File: src/rtl/lec_miter_monitor.sv
// Sequential miter: compares masked golden/revised vectors, counts them,
// flags failures and queues mismatch records {index, diff} for readout.
//
// Ports:
//   clk, rst_n            clock, async active-low reset
//   start, finish         pulses: clear+RUN, enter DONE
//   in_valid/in_ready     vector handshake (ready = state RUN)
//   gold, rev, mask       compared vectors, 1 in mask = compare bit
//   busy, done, fail      state RUN, state DONE, sticky mismatch
//   vec_cnt, mis_cnt      saturating vector / mismatch counters
//   ovf                   sticky: mismatch record dropped on full FIFO
//   rec_valid/rec_ready   record FIFO pop handshake
//   rec_idx, rec_diff     head record contents
//   ff_valid/ff_idx/ff_bit  first-fail capture, only with
//                           LEC_MITER_FIRST_FAIL_EN defined
module lec_miter_monitor #(
  parameter int N_OUT        = 9,
  parameter int CNT_W        = 16,
  parameter int DEPTH        = 4,
  parameter int STOP_ON_FAIL = 0,
  localparam int FB_W = (N_OUT > 1) ? $clog2(N_OUT) : 1
) (
  input  logic             clk,
  input  logic             rst_n,
`ifdef LEC_MITER_FIRST_FAIL_EN
  output logic             ff_valid,
  output logic [CNT_W-1:0] ff_idx,
  output logic [FB_W-1:0]  ff_bit,
`endif
  input  logic             start,
  input  logic             finish,
  input  logic             in_valid,
  output logic             in_ready,
  input  logic [N_OUT-1:0] gold,
  input  logic [N_OUT-1:0] rev,
  input  logic [N_OUT-1:0] mask,
  output logic             busy,
  output logic             fail,
  output logic             done,
  output logic [CNT_W-1:0] vec_cnt,
  output logic [CNT_W-1:0] mis_cnt,
  output logic             ovf,
  output logic             rec_valid,
  input  logic             rec_ready,
  output logic [CNT_W-1:0] rec_idx,
  output logic [N_OUT-1:0] rec_diff
);

  localparam int AW = (DEPTH > 1) ? $clog2(DEPTH) : 1;
  localparam int CW = AW + 1;

  typedef enum logic [1:0] {
    S_IDLE,
    S_RUN,
    S_HALT,
    S_DONE
  } state_t;

  state_t state_q, state_d;

  logic [CNT_W-1:0] vec_q, vec_d;
  logic [CNT_W-1:0] mis_q, mis_d;
  logic             fail_q, fail_d;
  logic             ovf_q, ovf_d;

  logic [AW-1:0]    wr_q, wr_d;
  logic [AW-1:0]    rd_q, rd_d;
  logic [CW-1:0]    cnt_q, cnt_d;

  logic [CNT_W-1:0] mem_idx_q [DEPTH];
  logic [N_OUT-1:0] mem_diff_q [DEPTH];

  logic [N_OUT-1:0] diff;
  logic             mism;
  logic             run;
  logic             acc;
  logic             full;
  logic             empty;
  logic             pop;
  logic             push_req;
  logic             push;
  logic             drop;

  // start overrides any same-cycle accept or pop: the cycle is a clear.
  always_comb begin
    diff     = (gold ^ rev) & mask;
    mism     = |diff;
    run      = (state_q == S_RUN);
    acc      = in_valid & run & ~start;
    full     = (cnt_q == CW'(DEPTH));
    empty    = (cnt_q == '0);
    pop      = rec_ready & ~empty & ~start;
    push_req = acc & mism;
    // a pop in the same cycle frees the slot for a push into a full FIFO
    push     = push_req & (~full | pop);
    drop     = push_req & full & ~pop;
  end

  always_comb begin
    state_d = state_q;
    vec_d   = vec_q;
    mis_d   = mis_q;
    fail_d  = fail_q;
    ovf_d   = ovf_q;
    wr_d    = wr_q;
    rd_d    = rd_q;
    cnt_d   = cnt_q;
    if (start) begin
      state_d = S_RUN;
      vec_d   = '0;
      mis_d   = '0;
      fail_d  = 1'b0;
      ovf_d   = 1'b0;
      wr_d    = '0;
      rd_d    = '0;
      cnt_d   = '0;
    end else begin
      if (acc && vec_q != '1) begin
        vec_d = vec_q + CNT_W'(1);
      end
      if (push_req) begin
        fail_d = 1'b1;
        if (mis_q != '1) begin
          mis_d = mis_q + CNT_W'(1);
        end
      end
      if (drop) begin
        ovf_d = 1'b1;
      end
      if (push) begin
        wr_d = wr_q + AW'(1);
      end
      if (pop) begin
        rd_d = rd_q + AW'(1);
      end
      cnt_d = cnt_q + CW'(push) - CW'(pop);
      unique case (state_q)
        S_RUN: begin
          if (finish) begin
            state_d = S_DONE;
          end else if (push_req && STOP_ON_FAIL != 0) begin
            state_d = S_HALT;
          end
        end
        S_HALT: begin
          if (finish) begin
            state_d = S_DONE;
          end
        end
        default: begin
          state_d = state_q;
        end
      endcase
    end
  end

  always_ff @(posedge clk or negedge rst_n) begin
    if (!rst_n) begin
      state_q <= S_IDLE;
      vec_q   <= '0;
      mis_q   <= '0;
      fail_q  <= 1'b0;
      ovf_q   <= 1'b0;
      wr_q    <= '0;
      rd_q    <= '0;
      cnt_q   <= '0;
    end else begin
      state_q <= state_d;
      vec_q   <= vec_d;
      mis_q   <= mis_d;
      fail_q  <= fail_d;
      ovf_q   <= ovf_d;
      wr_q    <= wr_d;
      rd_q    <= rd_d;
      cnt_q   <= cnt_d;
    end
  end

  // record index is the pre-increment vector count
  always_ff @(posedge clk or negedge rst_n) begin
    if (!rst_n) begin
      for (int i = 0; i < DEPTH; i++) begin
        mem_idx_q[i]  <= '0;
        mem_diff_q[i] <= '0;
      end
    end else if (push) begin
      mem_idx_q[wr_q]  <= vec_q;
      mem_diff_q[wr_q] <= diff;
    end
  end

`ifdef LEC_MITER_FIRST_FAIL_EN
  logic             ffv_q, ffv_d;
  logic [CNT_W-1:0] ffi_q, ffi_d;
  logic [FB_W-1:0]  ffb_q, ffb_d;
  logic [FB_W-1:0]  low_bit;

  // scan from the top so the lowest set bit is the last one written
  always_comb begin
    low_bit = '0;
    for (int i = N_OUT - 1; i >= 0; i--) begin
      if (diff[i]) begin
        low_bit = FB_W'(i);
      end
    end
  end

  always_comb begin
    ffv_d = ffv_q;
    ffi_d = ffi_q;
    ffb_d = ffb_q;
    if (start) begin
      ffv_d = 1'b0;
      ffi_d = '0;
      ffb_d = '0;
    end else if (push_req && !ffv_q) begin
      ffv_d = 1'b1;
      ffi_d = vec_q;
      ffb_d = low_bit;
    end
  end

  always_ff @(posedge clk or negedge rst_n) begin
    if (!rst_n) begin
      ffv_q <= 1'b0;
      ffi_q <= '0;
      ffb_q <= '0;
    end else begin
      ffv_q <= ffv_d;
      ffi_q <= ffi_d;
      ffb_q <= ffb_d;
    end
  end

  assign ff_valid = ffv_q;
  assign ff_idx   = ffi_q;
  assign ff_bit   = ffb_q;
`else
  // first-fail capture not built
`endif

  assign in_ready  = run;
  assign busy      = run;
  assign done      = (state_q == S_DONE);
  assign fail      = fail_q;
  assign vec_cnt   = vec_q;
  assign mis_cnt   = mis_q;
  assign ovf       = ovf_q;
  assign rec_valid = ~empty;
  // stale entries never leak out while the FIFO is empty
  assign rec_idx   = empty ? '0 : mem_idx_q[rd_q];
  assign rec_diff  = empty ? '0 : mem_diff_q[rd_q];

endmodule

File: config.mk
export PLATFORM = sky130hd
export DESIGN_NAME = lec_miter_monitor
export DESIGN_NICKNAME = d
export VERILOG_FILES = /design/src/rtl/lec_miter_monitor.sv
export SDC_FILE = /design/constraint.sdc
export NUM_CORES = 1
export LEC_CHECK = 0
export BUFFER_PORTS_ARGS = -buffer_cell sky130_fd_sc_hd__buf_2
export CORE_ASPECT_RATIO = 0.75
export CORE_UTILIZATION = 60
export DETAILED_ROUTE_END_ITERATION = 10
export GPL_ROUTABILITY_DRIVEN = 0
export GPL_TIMING_DRIVEN = 0
export PLACE_DENSITY = 0.84
export SKIP_LAST_GASP = 1
export SLEW_MARGIN = 10
export SYNTH_ARGS = -nofsm -noshare
export SYNTH_HDL_FRONTEND = slang
export SYNTH_SLANG_ARGS = --single-unit
File: constraint.sdc
create_clock -name clk -period 3.8 [get_ports clk]
set_clock_uncertainty 0.05 [all_clocks]
set_input_delay 0.76 -clock clk [delete_from_list [all_inputs] [get_ports clk]]
set_output_delay 0.76 -clock clk [all_outputs]
set_load 0.02 [all_outputs]
==> results of run 1 <==
-- power by group --
group          switching (mW)  total, mW  internal [mW]
clock network           0.631       1.71           1.08
registers              0.0769       1.72           1.65
logic                   0.474      0.841          0.367
total                    1.18       4.27           3.09
-- per-stage QoR --
stage                     setup WS [ns]  hold WS (ns)  cells
final                            0.4410        0.2647    819
after CTS                        0.4804        0.3013    819
after floorplan                  0.7479        0.4087    531
after global routing             0.3761        0.3231    819
after global placement          0.01802        0.4178    787
after detailed placement         0.2437        0.4254    788
-- final cells by class --
type,count,area [sq um]
multi-input combinational,348,3327
tap,162,202.7
inverter,7,26.28
sequential,143,3578
fill,810,3124
clock inverter,10,136.4
timing repair buffer,95,504.2
buffer,33,201.4
clock buffer,21,470.5
-- registers in the layout, summed over array words and instances (netlist names) --
| signal | cells |
|---|---|
| state_q | 2 |
| vec_cnt | 16 |
| mem_diff_q | 36 |
| cnt_q | 3 |
| mem_idx_q | 64 |
| rd_q | 2 |
| fail | 1 |
| mis_cnt | 16 |
| wr_q | 2 |
| ovf | 1 |
-- routing by layer --
metal  vias up  global-route usage [%]
li1       2158                       -
met1      2495                   36.08
met2       154                   47.10
met3        20                   6.883
met4         0                   9.118
met5         -                       0
-- layout by cell type, fill, tap and decap left out, types with 3 or more instances in the layout --
master,n
o31ai_1,5
mux2_1,80
inv_1,7
or3_1,5
nand2_1,19
and3_1,8
and4_1,4
dfrtp_1,143
nor2b_1,3
a21oi_1,7
mux2i_1,5
buf_6,10
xor2_1,21
clkbuf_8,3
clkbuf_16,17
o41ai_1,3
mux4_2,25
nand4_1,6
and2_4,4
xnor2_1,5
clkinv_2,3
and2_1,31
bufinv_16,3
nand3_4,4
ha_1,10
o21ai_0,3
clkbuf_1,17
mux2_2,20
nor2_1,25
or4_1,4
clkinvlp_4,3
buf_2,98
nand3_1,15
-- cell families after synthesis --
group | Yosys count | share of synthesized area [%]
AO/OA/AOI/OAI | 44 | 4.947
XOR/XNOR | 26 | 3.192
adder cells (fa/ha/maj) | 11 | 2.035
buffers and inverters | 40 | 3.193
flip-flops | 143 | 50.17
multiplexers | 130 | 24.38
AND/OR/NAND/NOR | 137 | 12.09
-- synth_stat cells (2+ instances only) --
library cell,instances,area [sq um]
mux2i_1,5,50.05
o21ai_2,2,17.52
nand3_1,15,75.07
nor2_1,25,93.84
buf_2,5,25.02
nand4_1,6,37.54
o211ai_1,2,15.01
mux4_2,25,563.0
ha_1,10,125.1
and4_1,4,35.03
nor2b_1,3,18.77
and2_1,31,193.9
inv_1,7,26.28
o21a_1,2,15.01
o31ai_1,5,37.54
buf_6,9,101.4
dfrtp_1,143,3578
or4_1,4,30.03
and2_4,4,35.03
a21oi_1,7,35.03
o311ai_0,2,17.52
and3_1,8,50.05
o31a_1,2,17.52
o41ai_1,3,26.28
nand3_4,4,70.07
or3_1,5,31.28
buf_1,2,7.510
mux2_2,20,225.2
nand2_1,19,71.32
clkbuf_1,16,60.06
mux2_1,80,900.9
xnor2_1,5,43.79
a21oi_2,2,17.52
o21ai_0,3,15.01
xor2_1,21,183.9
-- how the worst max path moves through the flow --
stage,endpoint,slack (ns),cells after the start
2_1_floorplan,cnt_q[2],0.75,11
3_3_place_gp,mis_cnt[4],0.02,1
3_5_place_dp,cnt_q[2],0.24,12
4_1_cts,rec_diff[2],0.48,5
5_1_grt,rec_diff[2],0.38,5
6_report,rec_diff[2],0.44,5
==> summary.md, run 1 <==
| Metric | Value |
|---|---|
| Status | completed |
| Syn Nets | 575 |
| Critical R2R Launch | cnt_q[2] |
| Antenna cells | 0 |
| Vias in the first global route | approximately 4800 |
| Clock-pin transition on the worst setup and hold timing paths | around 0.06 ns |
| Clk buf depth | 2 |
| Yosys reg bits | roughly 140 |
| R2r worst-path depth | 11 |
| Share of layout cells above drive strength 1 | a little under a third |
| Asr flop ratio synth | between 90% and 100% |
| Fmax | 297.7 MHz |
| CTS tree | built |
| Seq/Total Area, Yosys | between 50% and 60% |
| Worst slew margin | between 40% and 50% |
| Die H | 96.43 um |
| Worst-Skew Late Latency | ~0.42 ns |
| Std-Cell Rows | 34 |
| Worst setup SP type | register |
| Total power | 4.271 mW |
| Setup_tns | 0 ns |
| Worst EP arrival | 2.55 ns |
| Met1 wire length | slightly below 7000 um |
| CP Capture Type | output pin |
| Hold_buf cts | 0 |
| Grt total ovfl | 0 |
| Unrepaired setup endpoints after global routing | false |
| CTS resizes | 0 |
| R2R setup slack | 1.20 ns |
| Vias | between 4000 and 5000 |
| Fin. Hold Viols | 0 |
| Post-Route WL | 16000 um |
| Worst Setup SP | rd_q[1] |
| Reg-to-Reg End | cnt_q[2] |
| Antenna violations before repair | 0 |
| Wire length on met3 | between 800 and 900 um |
| Crit path time final | approximately 3.4 ns |
| Worst Path Buf+Inv | 3 |
| Final Cell Area | 8447 sq um |
| Max-cap check violation count | 0 |
| Crit-path cells | clkbuf_1 -> clkbuf_1 -> mux4_2 -> and2_1 -> buf_2 |
| Cell seen most often among critical-path stages | clkbuf_1 |
| CTS sink count | between 100 and 150 |
| DR WL met2 | between 8000 and 9000 um |
| Largest net degree at the start of global routing | 79 |
| Synthesized instance count | between 500 and 600 |
| Die area | about 12000 sq um |
| Top routing layer used | met4 |
| Pwr Density | around 510 nW/um^2 |
| Global-route wire length before repair | ~25000 um |
| Number of remaining DRC errors | 0 |
| Ys flop type | dfrtp_1 |
| DRT Pass-1 Iters | 4 |
| WS Path Type | register to output pin |
| Final setup viols | 0 |
| Final Slew Violations | 0 |
| CP peak stage delay | 0.69 ns |
| Core Area | 11570 sq um |
| Req. time, crit path | 2.99 ns |
| Setup bufs post-CTS | 0 |
| HP Class | input pin to asynchronous set/reset pin |
| Mean Syn Cell Area | roughly 13 sq um |
| Die width | 127.9 um |
| Max VDD drop | 0.0003697 V |
| Initial core utilization | between 60% and 70% |
| Area Overhead vs Synth | 18.42% |
| Num CTS Buffers | 17 |
| WL/cell | a little under 20 um |
| Synth warn | 0 |
| CP max FO | 10 |
| Leakage | between 4 and 5 nW |
| Delay-heaviest family, CP | buffers and inverters |
| Top Ports | 96 |
| Layout Utilization | between 70% and 80% |
| Total GRT Usage | 27.93% |
| Root buffer cell | clkbuf_16 |
| Final ANT Viol Nets | 0 |
| Worst-Margin Slew | ~0.84 ns |
| Port buffer count | 94 |
| Post-Syn Area | between 7000 and 8000 sq um |
| Placed cell area | 7840 sq um |
| Initial DRC count | 245 |
| Post-synth EDFFs | 0 |
| Final period utilization | 88.40% |
| Unique cell type count in the Yosys netlist | 60 |
| Slowest stage cell, crit path | clkbuf_1 |
| Dpl hpwl | between 10000 and 15000 um |
| Final net count | just under 700 |
| Post-DR vias/cell | slightly below 6 |
| # H-tree levels | 4 |
No activity file was read; power rests on OpenSTA's default activity.
==> run 2, diff against run 1 <==
CTS_BUF_LIST = sky130_fd_sc_hd__clkbuf_8   (was unset)
==> summary.md, run 2 (synthesized netlist as in run 1, its figures left out) <==
| Metric | Value |
|---|---|
| Initial DRC count | roughly 270 |
| Worst-Margin Slew | between 0.8 and 0.9 ns |
| DRT Pass-1 Iters | 5 |
| WS Path Type | register to output pin |
| Clock-pin transition on the worst setup and hold timing paths | 0.08 ns |
| Root buffer cell | clkbuf_8 |
| Final Cell Area | a little over 8000 sq um |
| Post-DR vias/cell | ~5.9 |
| Grt total ovfl | 0 |
| Std-Cell Rows | 34 |
| Final net count | about 690 |
| Total power | roughly 3.8 mW |
| CTS resizes | 0 |
| Hold Worst Slack | around 0.24 ns |
| Worst-Skew Late Latency | about 0.45 ns |
| CTS tree | built |
| Final worst slack | between 0.4 and 0.5 ns |
| Setup bufs post-CTS | 0 |
| CP Capture Type | output pin |
| Leakage | approximately 4.1 nW |
| Worst setup SP type | register |
| Area Overhead vs Synth | 15.73% |
| Die width | ~130 um |
| Max VDD drop | roughly 0.00033 V |
| Largest register FFs | 64 |
| Global-route wire length before repair | about 25000 um |
| Status | completed |
| Largest net degree at the start of global routing | 79 |
| CTS sink count | roughly 140 |
| Dpl hpwl | roughly 11000 um |
| DP Worst Slack | ~0.24 ns |
| Most flop-heavy register | mem_idx_q |
| Most frequent cells in the layout | 143 x dfrtp_1, 98 x buf_2, 80 x mux2_1 |
| Fin. Hold Viols | 0 |
| R2r worst-path depth | 11 |
| Share of layout cells above drive strength 1 | a little under a third |
| Crit path time final | 3.400 ns |
| Clk buf depth | 2 |
| Num CTS Buffers | 17 |
| Hold_buf cts | 0 |
| Max-cap check violation count | 0 |
| CP max FO | 10 |
| Number of remaining DRC errors | 0 |
| Regs by FF count | mem_idx_q x64, mem_diff_q x36 |
| Fmax | between 200 and 300 MHz |
| WL/cell | roughly 19 um |
| Worst slew margin | ~46% |
| Final ANT Viol Nets | 0 |
| Final setup viols | 0 |
| Final Slew Violations | 0 |
| R2R setup slack | between 1 and 1.5 ns |
| Critical R2R Launch | cnt_q[2] |
| Die H | about 96 um |
| Vias | 4815 |
| Reg-to-Reg End | cnt_q[2] |
| Core Area | 11570 sq um |
| Post-Route WL | 15670 um |
| HP Class | input pin to asynchronous set/reset pin |
| Commonest non-fill, non-tap cell in the layout | dfrtp_1 |
| Vias in the first global route | around 4700 |
| Initial core utilization | 61.65% |
| Worst EP arrival | around 2.6 ns |
| Req. time, crit path | around 3.0 ns |
| Antenna violations before repair | 0 |
| Unrepaired setup endpoints after global routing | false |
| Placed cell area | 7840 sq um |
| # H-tree levels | 4 |
| Total GRT Usage | 27.43% |
| Top Ports | 96 |
| Setup_tns | 0 ns |
| Final period utilization | 89.46% |
| Pwr Density | 463.3 nW/um^2 |
| Antenna cells | 0 |
| Port buffer count | 94 |
| Die area | approximately 12000 sq um |
==> run 2: cell types whose count changed in the layout (fill, tap and decap cells not counted) <==
| cell | delta |
|---|---|
| clkbuf_16 | -17 |
| inv_1 | +1 |
| clkbuf_8 | +17 |
| clkbuf_1 | -1 |
==> run 2: final cells by class <==
| class | instances | area, sq um |
|---|---|---|
| clock inverter | 11 | 140.1 |
| fill | 848 | 3316 |
| multi-input combinational | 348 | 3327 |
| inverter | 7 | 26.28 |
| timing repair buffer | 95 | 504.2 |
| tap | 162 | 202.7 |
| buffer | 33 | 201.4 |
| clock buffer | 20 | 275.3 |
| sequential | 143 | 3578 |
==> run 2: critical path, cell delays in order, from the launching register on <==
cell and delay [ns]:
dfrtp_1 0.32, clkbuf_1 0.38, clkbuf_1 0.67, mux4_2 0.42, and2_1 0.19, buf_2 0.16
==> run 2: metrics by stage <==
step                instances  util, %
global route              819    71.35
detailed placement        788    67.76
CTS                       819    71.35
global placement          787    67.46
floorplan                 531        -
finish                    819    71.35
==> run 2: worst max-delay path by stage <==
stage,start,to,slack [ns],cells after the start
after floorplan,rev[0],cnt_q[2],0.75,11
after global placement,rst_n,mis_cnt[4],0.02,1
after detailed placement,rev[4],cnt_q[2],0.24,12
after CTS,rd_q[1],rec_diff[2],0.43,5
after global routing,rd_q[1],rec_diff[2],0.33,5
final,rd_q[1],rec_diff[2],0.40,5
==> run 2: routing by layer <==
| layer | wire length [um] | vias to the layer above | track usage, % |
|---|---|---|---|
| li1 | - | 2152 | - |
| met1 | 6692 | 2472 | 36.28 |
| met2 | 7943 | 166 | 45.88 |
| met3 | 846 | 25 | 6.057 |
| met4 | 190 | 0 | 8.824 |
| met5 | 0 | - | 0 |
==> run 2: report_power, final <==
part	leakage, nW	internal (mW)	switching [mW]
registers	1.97	1.64	0.0749
logic	1.97	0.367	0.478
clock network	0.208	0.692	0.570
total	4.15	2.70	1.12
